===== config.mk =====
export PLATFORM = sky130hd
export DESIGN_NAME = pipeline_ctrl_flat
export DESIGN_NICKNAME = d
export VERILOG_FILES = /design/src/rtl/pipeline_ctrl_pkg.sv /design/src/rtl/pipeline_ctrl_if.sv /design/src/rtl/pipeline_ctrl_forward_unit.sv /design/src/rtl/pipeline_ctrl.sv /design/src/flat_wrapper.sv
export SDC_FILE = /design/constraint.sdc
export NUM_CORES = 1
export LEC_CHECK = 0
export ABC_CLOCK_PERIOD_IN_PS = 6300
export BUFFER_PORTS_ARGS = -buffer_cell sky130_fd_sc_hd__buf_2
export CORE_MARGIN = 3
export CORE_UTILIZATION = 55
export CTS_CLUSTER_SIZE = 40
export DETAILED_ROUTE_END_ITERATION = 8
export GPL_TIMING_DRIVEN = 1
export PLACE_DENSITY = 0.87
export SLEW_MARGIN = 5
export SYNTH_ARGS = -nofsm -noshare
export SYNTH_HDL_FRONTEND = slang
export SYNTH_SLANG_ARGS = --single-unit

===== constraint.sdc =====
create_clock -name clk -period 6.3 [get_ports clk]
set_clock_uncertainty 0.1 [all_clocks]
set_input_delay 1.26 -clock clk [delete_from_list [all_inputs] [get_ports clk]]
set_output_delay 1.26 -clock clk [all_outputs]
set_load 0.01 [all_outputs]

===== src/rtl/pipeline_ctrl_pkg.sv =====
// pipe_ctrl_pkg: shared types and helpers for the pipeline hazard controller.
//   fwd_sel_e       E-stage operand source select (RF / W result / M ALUResult)
//   mem_state_e     data-memory wait FSM states
//   RESULT_SRC_LOAD ResultSrc encoding of a load
//   reg_hit()       true when a writing stage targets a given non-zero source reg
package pipe_ctrl_pkg;
   typedef enum logic [1:0] {FWD_RF = 2'b00, FWD_W = 2'b01, FWD_M = 2'b10} fwd_sel_e;
   typedef enum logic [1:0] {M_IDLE, M_WAIT, M_ERR} mem_state_e;
   localparam logic [1:0] RESULT_SRC_LOAD = 2'b01;
   function automatic logic reg_hit(input logic we, input logic [4:0] rd, input logic [4:0] rs);
      return we && rd != 5'd0 && rd == rs;
   endfunction
endpackage


===== src/rtl/pipeline_ctrl_if.sv =====
// pipeline_ctrl_if: hazard-control bundle between the datapath and pipeline_ctrl.
//   datapath -> ctrl : rs1_d, rs2_d, rs1_e, rs2_e, rd_e, ResultSrc_e, PCSrc_e,
//                      rd_m, RegWrite_m, mem_req_m, dmem_ready, rd_w, RegWrite_w
//   ctrl -> datapath : stall_f, stall_d, flush_d, stall_e, flush_e, enable_m,
//                      enable_w, clear_w, ForwardA_e, ForwardB_e, mem_timeout,
//                      stall_cnt, flush_cnt
//   master = controller side, slave = datapath side.
interface pipeline_ctrl_if #(parameter int CNT_W = 32);
   import pipe_ctrl_pkg::*;
   logic [4:0] rs1_d, rs2_d, rs1_e, rs2_e, rd_e, rd_m, rd_w;
   logic [1:0] ResultSrc_e;
   logic PCSrc_e, RegWrite_m, mem_req_m, dmem_ready, RegWrite_w;
   logic stall_f, stall_d, flush_d, stall_e, flush_e, enable_m, enable_w, clear_w;
   fwd_sel_e ForwardA_e, ForwardB_e;
   logic mem_timeout;
   logic [CNT_W-1:0] stall_cnt, flush_cnt;
   modport master (
      input rs1_d, rs2_d, rs1_e, rs2_e, rd_e, ResultSrc_e, PCSrc_e, rd_m, RegWrite_m,
            mem_req_m, dmem_ready, rd_w, RegWrite_w,
      output stall_f, stall_d, flush_d, stall_e, flush_e, enable_m, enable_w, clear_w,
             ForwardA_e, ForwardB_e, mem_timeout, stall_cnt, flush_cnt
   );
   modport slave (
      output rs1_d, rs2_d, rs1_e, rs2_e, rd_e, ResultSrc_e, PCSrc_e, rd_m, RegWrite_m,
             mem_req_m, dmem_ready, rd_w, RegWrite_w,
      input stall_f, stall_d, flush_d, stall_e, flush_e, enable_m, enable_w, clear_w,
            ForwardA_e, ForwardB_e, mem_timeout, stall_cnt, flush_cnt
   );
endinterface


===== src/rtl/pipeline_ctrl_forward_unit.sv =====
// forward_unit: picks the E-stage source for one operand; M beats W beats RF.
//   rs_e                   source register in E
//   rd_m, regwrite_m       M-stage destination and write enable
//   rd_w, regwrite_w       W-stage destination and write enable
//   fwd                    selected source
module forward_unit
   import pipe_ctrl_pkg::*;
(
   input  logic [4:0] rs_e,
   input  logic [4:0] rd_m,
   input  logic       regwrite_m,
   input  logic [4:0] rd_w,
   input  logic       regwrite_w,
   output fwd_sel_e   fwd
);
   assign fwd = reg_hit(regwrite_m, rd_m, rs_e) ? FWD_M :
                reg_hit(regwrite_w, rd_w, rs_e) ? FWD_W : FWD_RF;
endmodule


===== src/rtl/pipeline_ctrl.sv =====
// pipeline_ctrl: hazard/sequencing controller for the 5-stage RV32I pipeline.
//   clk, rst_n   clock and synchronous active-low reset
//   bus          pipeline_ctrl_if master: hazard inputs in, stall/flush/enable/clear,
//                forwarding selects, sticky mem_timeout and saturating counters out
// MEM_TIMEOUT bounds how long a data-memory wait may hold the pipe; CNT_W sizes the counters.
module pipeline_ctrl
   import pipe_ctrl_pkg::*;
#(
   parameter int MEM_TIMEOUT = 16,
   parameter int CNT_W       = 32
)(
   input logic clk,
   input logic rst_n,
   pipeline_ctrl_if.master bus
);
   localparam int WC_W = $clog2(MEM_TIMEOUT) + 1;
   mem_state_e state, state_nx;
   logic [WC_W-1:0] wcnt, wcnt_nx;
   logic to_hit, mem_stall, lw_stall, lw_eff, flush_br, timeout_q;
   logic [CNT_W-1:0] stall_q, flush_q;
   fwd_sel_e fwd_a, fwd_b;

   forward_unit u_fwd_a (.rs_e(bus.rs1_e), .rd_m(bus.rd_m), .regwrite_m(bus.RegWrite_m),
                         .rd_w(bus.rd_w), .regwrite_w(bus.RegWrite_w), .fwd(fwd_a));
   forward_unit u_fwd_b (.rs_e(bus.rs2_e), .rd_m(bus.rd_m), .regwrite_m(bus.RegWrite_m),
                         .rd_w(bus.rd_w), .regwrite_w(bus.RegWrite_w), .fwd(fwd_b));

   assign to_hit = wcnt == WC_W'(MEM_TIMEOUT - 1);

   always_comb begin
      state_nx = state;
      wcnt_nx  = wcnt;
      case (state)
         M_IDLE: if (bus.mem_req_m && !bus.dmem_ready) begin
            state_nx = M_WAIT;
            wcnt_nx  = WC_W'(1);
         end
         M_WAIT: begin
            state_nx = bus.dmem_ready ? M_IDLE : to_hit ? M_ERR : M_WAIT;
            wcnt_nx  = (bus.dmem_ready || to_hit) ? '0 : wcnt + WC_W'(1);
         end
         default: state_nx = M_IDLE;
      endcase
   end

   // Every hazard term is qualified by rst_n so the pipe runs freely while held in reset.
   always_comb begin
      mem_stall = rst_n && ((state == M_IDLE && bus.mem_req_m && !bus.dmem_ready) ||
                            (state == M_WAIT && !bus.dmem_ready && !to_hit));
      lw_stall  = rst_n && !mem_stall && bus.ResultSrc_e == RESULT_SRC_LOAD && bus.rd_e != 5'd0 &&
                  (bus.rd_e == bus.rs1_d || bus.rd_e == bus.rs2_d);
      flush_br  = rst_n && !mem_stall && bus.PCSrc_e;
      // A taken branch discards the dependent instruction in D, so the load-use stall is moot.
      lw_eff    = lw_stall && !flush_br;
   end

   assign bus.stall_f     = mem_stall || lw_eff;
   assign bus.stall_d     = mem_stall || lw_eff;
   assign bus.stall_e     = mem_stall;
   assign bus.flush_d     = flush_br;
   assign bus.flush_e     = flush_br || lw_stall;
   assign bus.enable_m    = !mem_stall;
   assign bus.enable_w    = !mem_stall;
   assign bus.clear_w     = rst_n && state == M_ERR;
   assign bus.ForwardA_e  = rst_n ? fwd_a : FWD_RF;
   assign bus.ForwardB_e  = rst_n ? fwd_b : FWD_RF;
   assign bus.mem_timeout = timeout_q;
   assign bus.stall_cnt   = stall_q;
   assign bus.flush_cnt   = flush_q;

   always_ff @(posedge clk) begin
      if (!rst_n) begin
         state     <= M_IDLE;
         wcnt      <= '0;
         timeout_q <= 1'b0;
         stall_q   <= '0;
         flush_q   <= '0;
      end else begin
         state <= state_nx;
         wcnt  <= wcnt_nx;
         if (state == M_ERR) timeout_q <= 1'b1;
         if ((mem_stall || lw_eff) && !(&stall_q)) stall_q <= stall_q + CNT_W'(1);
         if (flush_br && !(&flush_q)) flush_q <= flush_q + CNT_W'(1);
      end
   end
endmodule

===== src/flat_wrapper.sv =====
// flat-port wrapper written by rule: the top's interface ports become plain ports
module pipeline_ctrl_flat import pipe_ctrl_pkg::*;
#(
   parameter int MEM_TIMEOUT = 16,
   parameter int CNT_W       = 32
)
  (clk, rst_n, bus_rs1_d, bus_rs2_d, bus_rs1_e, bus_rs2_e, bus_rd_e, bus_ResultSrc_e, bus_PCSrc_e, bus_rd_m, bus_RegWrite_m, bus_mem_req_m, bus_dmem_ready, bus_rd_w, bus_RegWrite_w, bus_stall_f, bus_stall_d, bus_flush_d, bus_stall_e, bus_flush_e, bus_enable_m, bus_enable_w, bus_clear_w, bus_ForwardA_e, bus_ForwardB_e, bus_mem_timeout, bus_stall_cnt, bus_flush_cnt);
  pipeline_ctrl_if #(.CNT_W(CNT_W)) bus_i ();
  input logic clk;
  input logic rst_n;
  input wire logic [$bits(bus_i.rs1_d)-1:0] bus_rs1_d;
  input wire logic [$bits(bus_i.rs2_d)-1:0] bus_rs2_d;
  input wire logic [$bits(bus_i.rs1_e)-1:0] bus_rs1_e;
  input wire logic [$bits(bus_i.rs2_e)-1:0] bus_rs2_e;
  input wire logic [$bits(bus_i.rd_e)-1:0] bus_rd_e;
  input wire logic [$bits(bus_i.ResultSrc_e)-1:0] bus_ResultSrc_e;
  input wire logic [$bits(bus_i.PCSrc_e)-1:0] bus_PCSrc_e;
  input wire logic [$bits(bus_i.rd_m)-1:0] bus_rd_m;
  input wire logic [$bits(bus_i.RegWrite_m)-1:0] bus_RegWrite_m;
  input wire logic [$bits(bus_i.mem_req_m)-1:0] bus_mem_req_m;
  input wire logic [$bits(bus_i.dmem_ready)-1:0] bus_dmem_ready;
  input wire logic [$bits(bus_i.rd_w)-1:0] bus_rd_w;
  input wire logic [$bits(bus_i.RegWrite_w)-1:0] bus_RegWrite_w;
  output wire logic [$bits(bus_i.stall_f)-1:0] bus_stall_f;
  output wire logic [$bits(bus_i.stall_d)-1:0] bus_stall_d;
  output wire logic [$bits(bus_i.flush_d)-1:0] bus_flush_d;
  output wire logic [$bits(bus_i.stall_e)-1:0] bus_stall_e;
  output wire logic [$bits(bus_i.flush_e)-1:0] bus_flush_e;
  output wire logic [$bits(bus_i.enable_m)-1:0] bus_enable_m;
  output wire logic [$bits(bus_i.enable_w)-1:0] bus_enable_w;
  output wire logic [$bits(bus_i.clear_w)-1:0] bus_clear_w;
  output wire logic [$bits(bus_i.ForwardA_e)-1:0] bus_ForwardA_e;
  output wire logic [$bits(bus_i.ForwardB_e)-1:0] bus_ForwardB_e;
  output wire logic [$bits(bus_i.mem_timeout)-1:0] bus_mem_timeout;
  output wire logic [$bits(bus_i.stall_cnt)-1:0] bus_stall_cnt;
  output wire logic [$bits(bus_i.flush_cnt)-1:0] bus_flush_cnt;
  assign bus_i.rs1_d = bus_rs1_d;
  assign bus_i.rs2_d = bus_rs2_d;
  assign bus_i.rs1_e = bus_rs1_e;
  assign bus_i.rs2_e = bus_rs2_e;
  assign bus_i.rd_e = bus_rd_e;
  assign bus_i.ResultSrc_e = bus_ResultSrc_e;
  assign bus_i.PCSrc_e = bus_PCSrc_e;
  assign bus_i.rd_m = bus_rd_m;
  assign bus_i.RegWrite_m = bus_RegWrite_m;
  assign bus_i.mem_req_m = bus_mem_req_m;
  assign bus_i.dmem_ready = bus_dmem_ready;
  assign bus_i.rd_w = bus_rd_w;
  assign bus_i.RegWrite_w = bus_RegWrite_w;
  assign bus_stall_f = bus_i.stall_f;
  assign bus_stall_d = bus_i.stall_d;
  assign bus_flush_d = bus_i.flush_d;
  assign bus_stall_e = bus_i.stall_e;
  assign bus_flush_e = bus_i.flush_e;
  assign bus_enable_m = bus_i.enable_m;
  assign bus_enable_w = bus_i.enable_w;
  assign bus_clear_w = bus_i.clear_w;
  assign bus_ForwardA_e = bus_i.ForwardA_e;
  assign bus_ForwardB_e = bus_i.ForwardB_e;
  assign bus_mem_timeout = bus_i.mem_timeout;
  assign bus_stall_cnt = bus_i.stall_cnt;
  assign bus_flush_cnt = bus_i.flush_cnt;
  pipeline_ctrl #(.MEM_TIMEOUT(MEM_TIMEOUT), .CNT_W(CNT_W)) u_core (.clk(clk), .rst_n(rst_n), .bus(bus_i));
endmodule

==> impl_metrics.csv <==
group,metric,value,unit
critical_path,path_depth,7,
critical_path,worstSetupEndpointType,"output port",
pwr,worst_ir_drop_vdd,0.000192,V
die,start_util,58.4,%
timing,rsz0062_at_grt,"no",
pwr,power_density,200,mW/mm^2
critical_path,cp_num_buf_inv,5,
critical_path,critical_path.top_delay_family,"buffers and inverters",
grt,grt_pass1_vias,3925,
critical_path,startpoint_type,"input port",
logic_synthesis,synthMuxAreaShare,4.91,%
die,die-width,92.1,um
placed_design,place.detailed.hpwl,7800,um
die,coreArea,0.00698,sq mm
timing,hold_viol_final,0,
cts,cts_buffers,9,
die,io_pins,121,
critical_path,r2r_start,"u_core.wcnt[0]",
timing,fin_crit,4.33,ns
layout,fillCellCount,539,
job,drv_cap,0,
cts,worstSkewPairLatency,0.35,ns
layout,antenna_cells,0,
logic_synthesis,syn_avg_cell_area,8.20,sq um
cts,ctsHoldBuffers,0,
timing,max_freq,0.231,GHz
placed_design,port_buffers,120,
cts,clockBufferDepth,2,
layout,final_cell_mix,"buf_2, dfxtp_1, nand2_1",
routing,wl_per_cell,15.5,um
logic_synthesis,yosysWarnings,0,
routing,dr.pass1.iters,5,
routing,drc_errors,0,
timing,relSlewSlack,44.5,%
placed_design,gp_congestion,0.810,
die,fp.dieH,92.1,um
logic_synthesis,ys.flop_type,"dfxtp_1",
timing,period_share,68.7,%
worst_hold_path,hold_path_class,"flip-flop to flip-flop",
logic_synthesis,synth_fp_nets,545,
timing,slew_viol_final,0,
cts,cts_root_buf,"clkbuf_8",
logic_synthesis,synth_edf_count,0,
critical_path,reg2reg_depth,9,
grt,antenna_found_initial,0,
cts,cts_tree,"yes",
critical_path,crit_path_start,"rst_n",
layout,register_area,0.00144,sq mm
routing,wl,11000,um
critical_path,path_max_fanout,51,
grt,grt_use_total,25.5,%
logic_synthesis,ys_seq_area_share,35.4,%
logic_synthesis,syn_area,0.00408,sq mm
cts,path_clk_slew,0.07,ns
logic_synthesis,synth_cells,497,
layout,layout.nets,655,
die,rows,30,
timing,worst_slew_pin_slew,0.828,ns
timing,tns,0,ns
cts,post_cts_buffers,0,
logic_synthesis,synth_simple_gate_area_share,34.0,%
logic_synthesis,synth-seq-cells,72,
logic_synthesis,synth.distinct_cells,44,
logic_synthesis,synthArstFlopShare,0,%
grt,grt_pass1_wl,18000,um
layout,syn2layout_area_growth,22.3,%
layout,stdcell_count,708,
worst_hold_path,whs_path_depth,1,
timing,finalSetupViolCount,0,
logic_synthesis,synth_compound_area_share,9.36,%
logic_synthesis,synthAdderAreaFrac,1.23,%
placed_design,place_inst,692,
layout,multi_input_area,0.00249,sq mm
worst_hold_path,hp-start,"u_core.bus.flush_cnt[4]",
grt,grt_max_degree,52,
outcome,outcome,"completed",
critical_path,critPathSlowestCell,"inv_2",
critical_path,crit_required,4.94,ns
grt,grt-ovfl-total,0,
layout,layout-drive-gt1-share,24.3,%
logic_synthesis,synth_xor_area_share,11.4,%
routing,via_per_inst,5.95,
layout,final_common_cell,"buf_2",
routing,postRouteAntennaNets,0,
cts,htreeDepth,3,
layout,post-route-util,71.4,%
pwr,p_leak,2.02,nW
critical_path,cp.arrival,2.97,ns
critical_path,cpMostUsedCell,"buf_2",
routing,drtIter0Drc,249,
logic_synthesis,synth_top_family_by_area,"simple AND/OR/NAND/NOR gates",
die,dieArea,0.00848,sq mm
critical_path,worstSetupPathType,"input port to output port",
critical_path,cp_cell_sequence,"buf_2 -> inv_2 -> o41ai_1 -> o21ai_2 -> buf_4 -> inv_1 -> buf_2",
routing,vias,4210,
critical_path,worst_path_largest_cell_delay,0.57,ns
cts,cts_sinks,72,
cts,ctsResizeCount,0,
[report_power, final]
group | internal (mW) | leakage (nW) | switching, mW
clock network | 0.284 | 0.126 | 0.174
logic | 0.0324 | 1.31 | 0.0448
registers | 0.458 | 0.580 | 0.00348
[cell usage after synthesis (all sizes together) (2+ instances only)]
| library cell | number | share of area, % |
|---|---|---|
| a21oi | 24 | 2.9 |
| and2 | 6 | 0.92 |
| and3 | 11 | 1.8 |
| and4 | 8 | 1.8 |
| buf | 6 | 0.86 |
| clkbuf | 19 | 1.8 |
| dfxtp | 72 | 35 |
| ha | 4 | 1.2 |
| inv | 12 | 1.1 |
| mux2i | 20 | 4.9 |
| nand2 | 52 | 4.8 |
| nand2b | 14 | 2.1 |
| nand3 | 29 | 3.6 |
| nand4 | 18 | 3.1 |
| nor2 | 34 | 3.1 |
| nor2b | 2 | 0.31 |
| nor3 | 19 | 2.5 |
| nor4 | 21 | 3.4 |
| nor4b | 4 | 0.86 |
| o211ai | 4 | 0.74 |
| o21ai | 9 | 1.1 |
| o31ai | 18 | 3.3 |
| o41ai | 2 | 0.43 |
| or3 | 6 | 0.92 |
| or3b | 2 | 0.43 |
| or4 | 21 | 3.9 |
| xnor2 | 39 | 8.4 |
| xor2 | 14 | 3.0 |
[per-layer routing]
layer	track usage, %	part of all wire, %	up-vias
li1	-	-	2035
met1	31.3	42	1990
met2	43.7	50	157
met3	5.91	6.1	28
met4	8.79	2.2	0
met5	0	0	-
[cells by family (layout without fill, tap and decap cells)]
family          after synthesis  after routing
xor+xnor                     53             53
compound gates               61             61
buf+inv                      37            152
simple gates                250            250
mux                          20             20
fa+ha+maj                     4              4
flops                        72             72
[stage by stage]
step / power, mW / setup slack (ns) / hold WS, ns / area [sq um]
6_report: 0.996 / 1.97 / 0.389 / 4980
5_1_grt: 1.03 / 1.81 / 0.418 / 4980
4_1_cts: 1.00 / 2.00 / 0.393 / 4980
3_5_place_dp: 0.548 / 2.00 / 0.373 / 4730
3_3_place_gp: 0.545 / 2.07 / 0.361 / 4730
2_1_floorplan: 0.516 / 1.87 / 0.371 / 4080
[sequential cells by signal (all words and copies together) (netlist names)]
| register | flops |
|---|---|
| u_core.state | 2 |
| u_core.bus.flush_cnt | 32 |
| u_core.bus.mem_timeout | 1 |
| u_core.wcnt | 5 |
| u_core.bus.stall_cnt | 32 |
[path summary, 6_finish.rpt]
kind | endpoint | slack [ns]
max reg2reg | u_core.bus.flush_cnt[31] | 3.25
min reg2reg | u_core.bus.flush_cnt[4] | 0.39
min | u_core.bus.flush_cnt[4] | 0.39
max | bus_stall_d | 1.97
[area by class of cell]
cell class / count / share of cell area [%]
multi-input combinational: 388 / 50.0
clock inverter: 5 / 2.06
clock buffer: 11 / 3.04
sequential: 72 / 28.9
timing repair buffer: 124 / 12.7
tap: 96 / 2.41
inverter: 12 / 0.904
No activity file was read; power rests on OpenSTA's default activity.
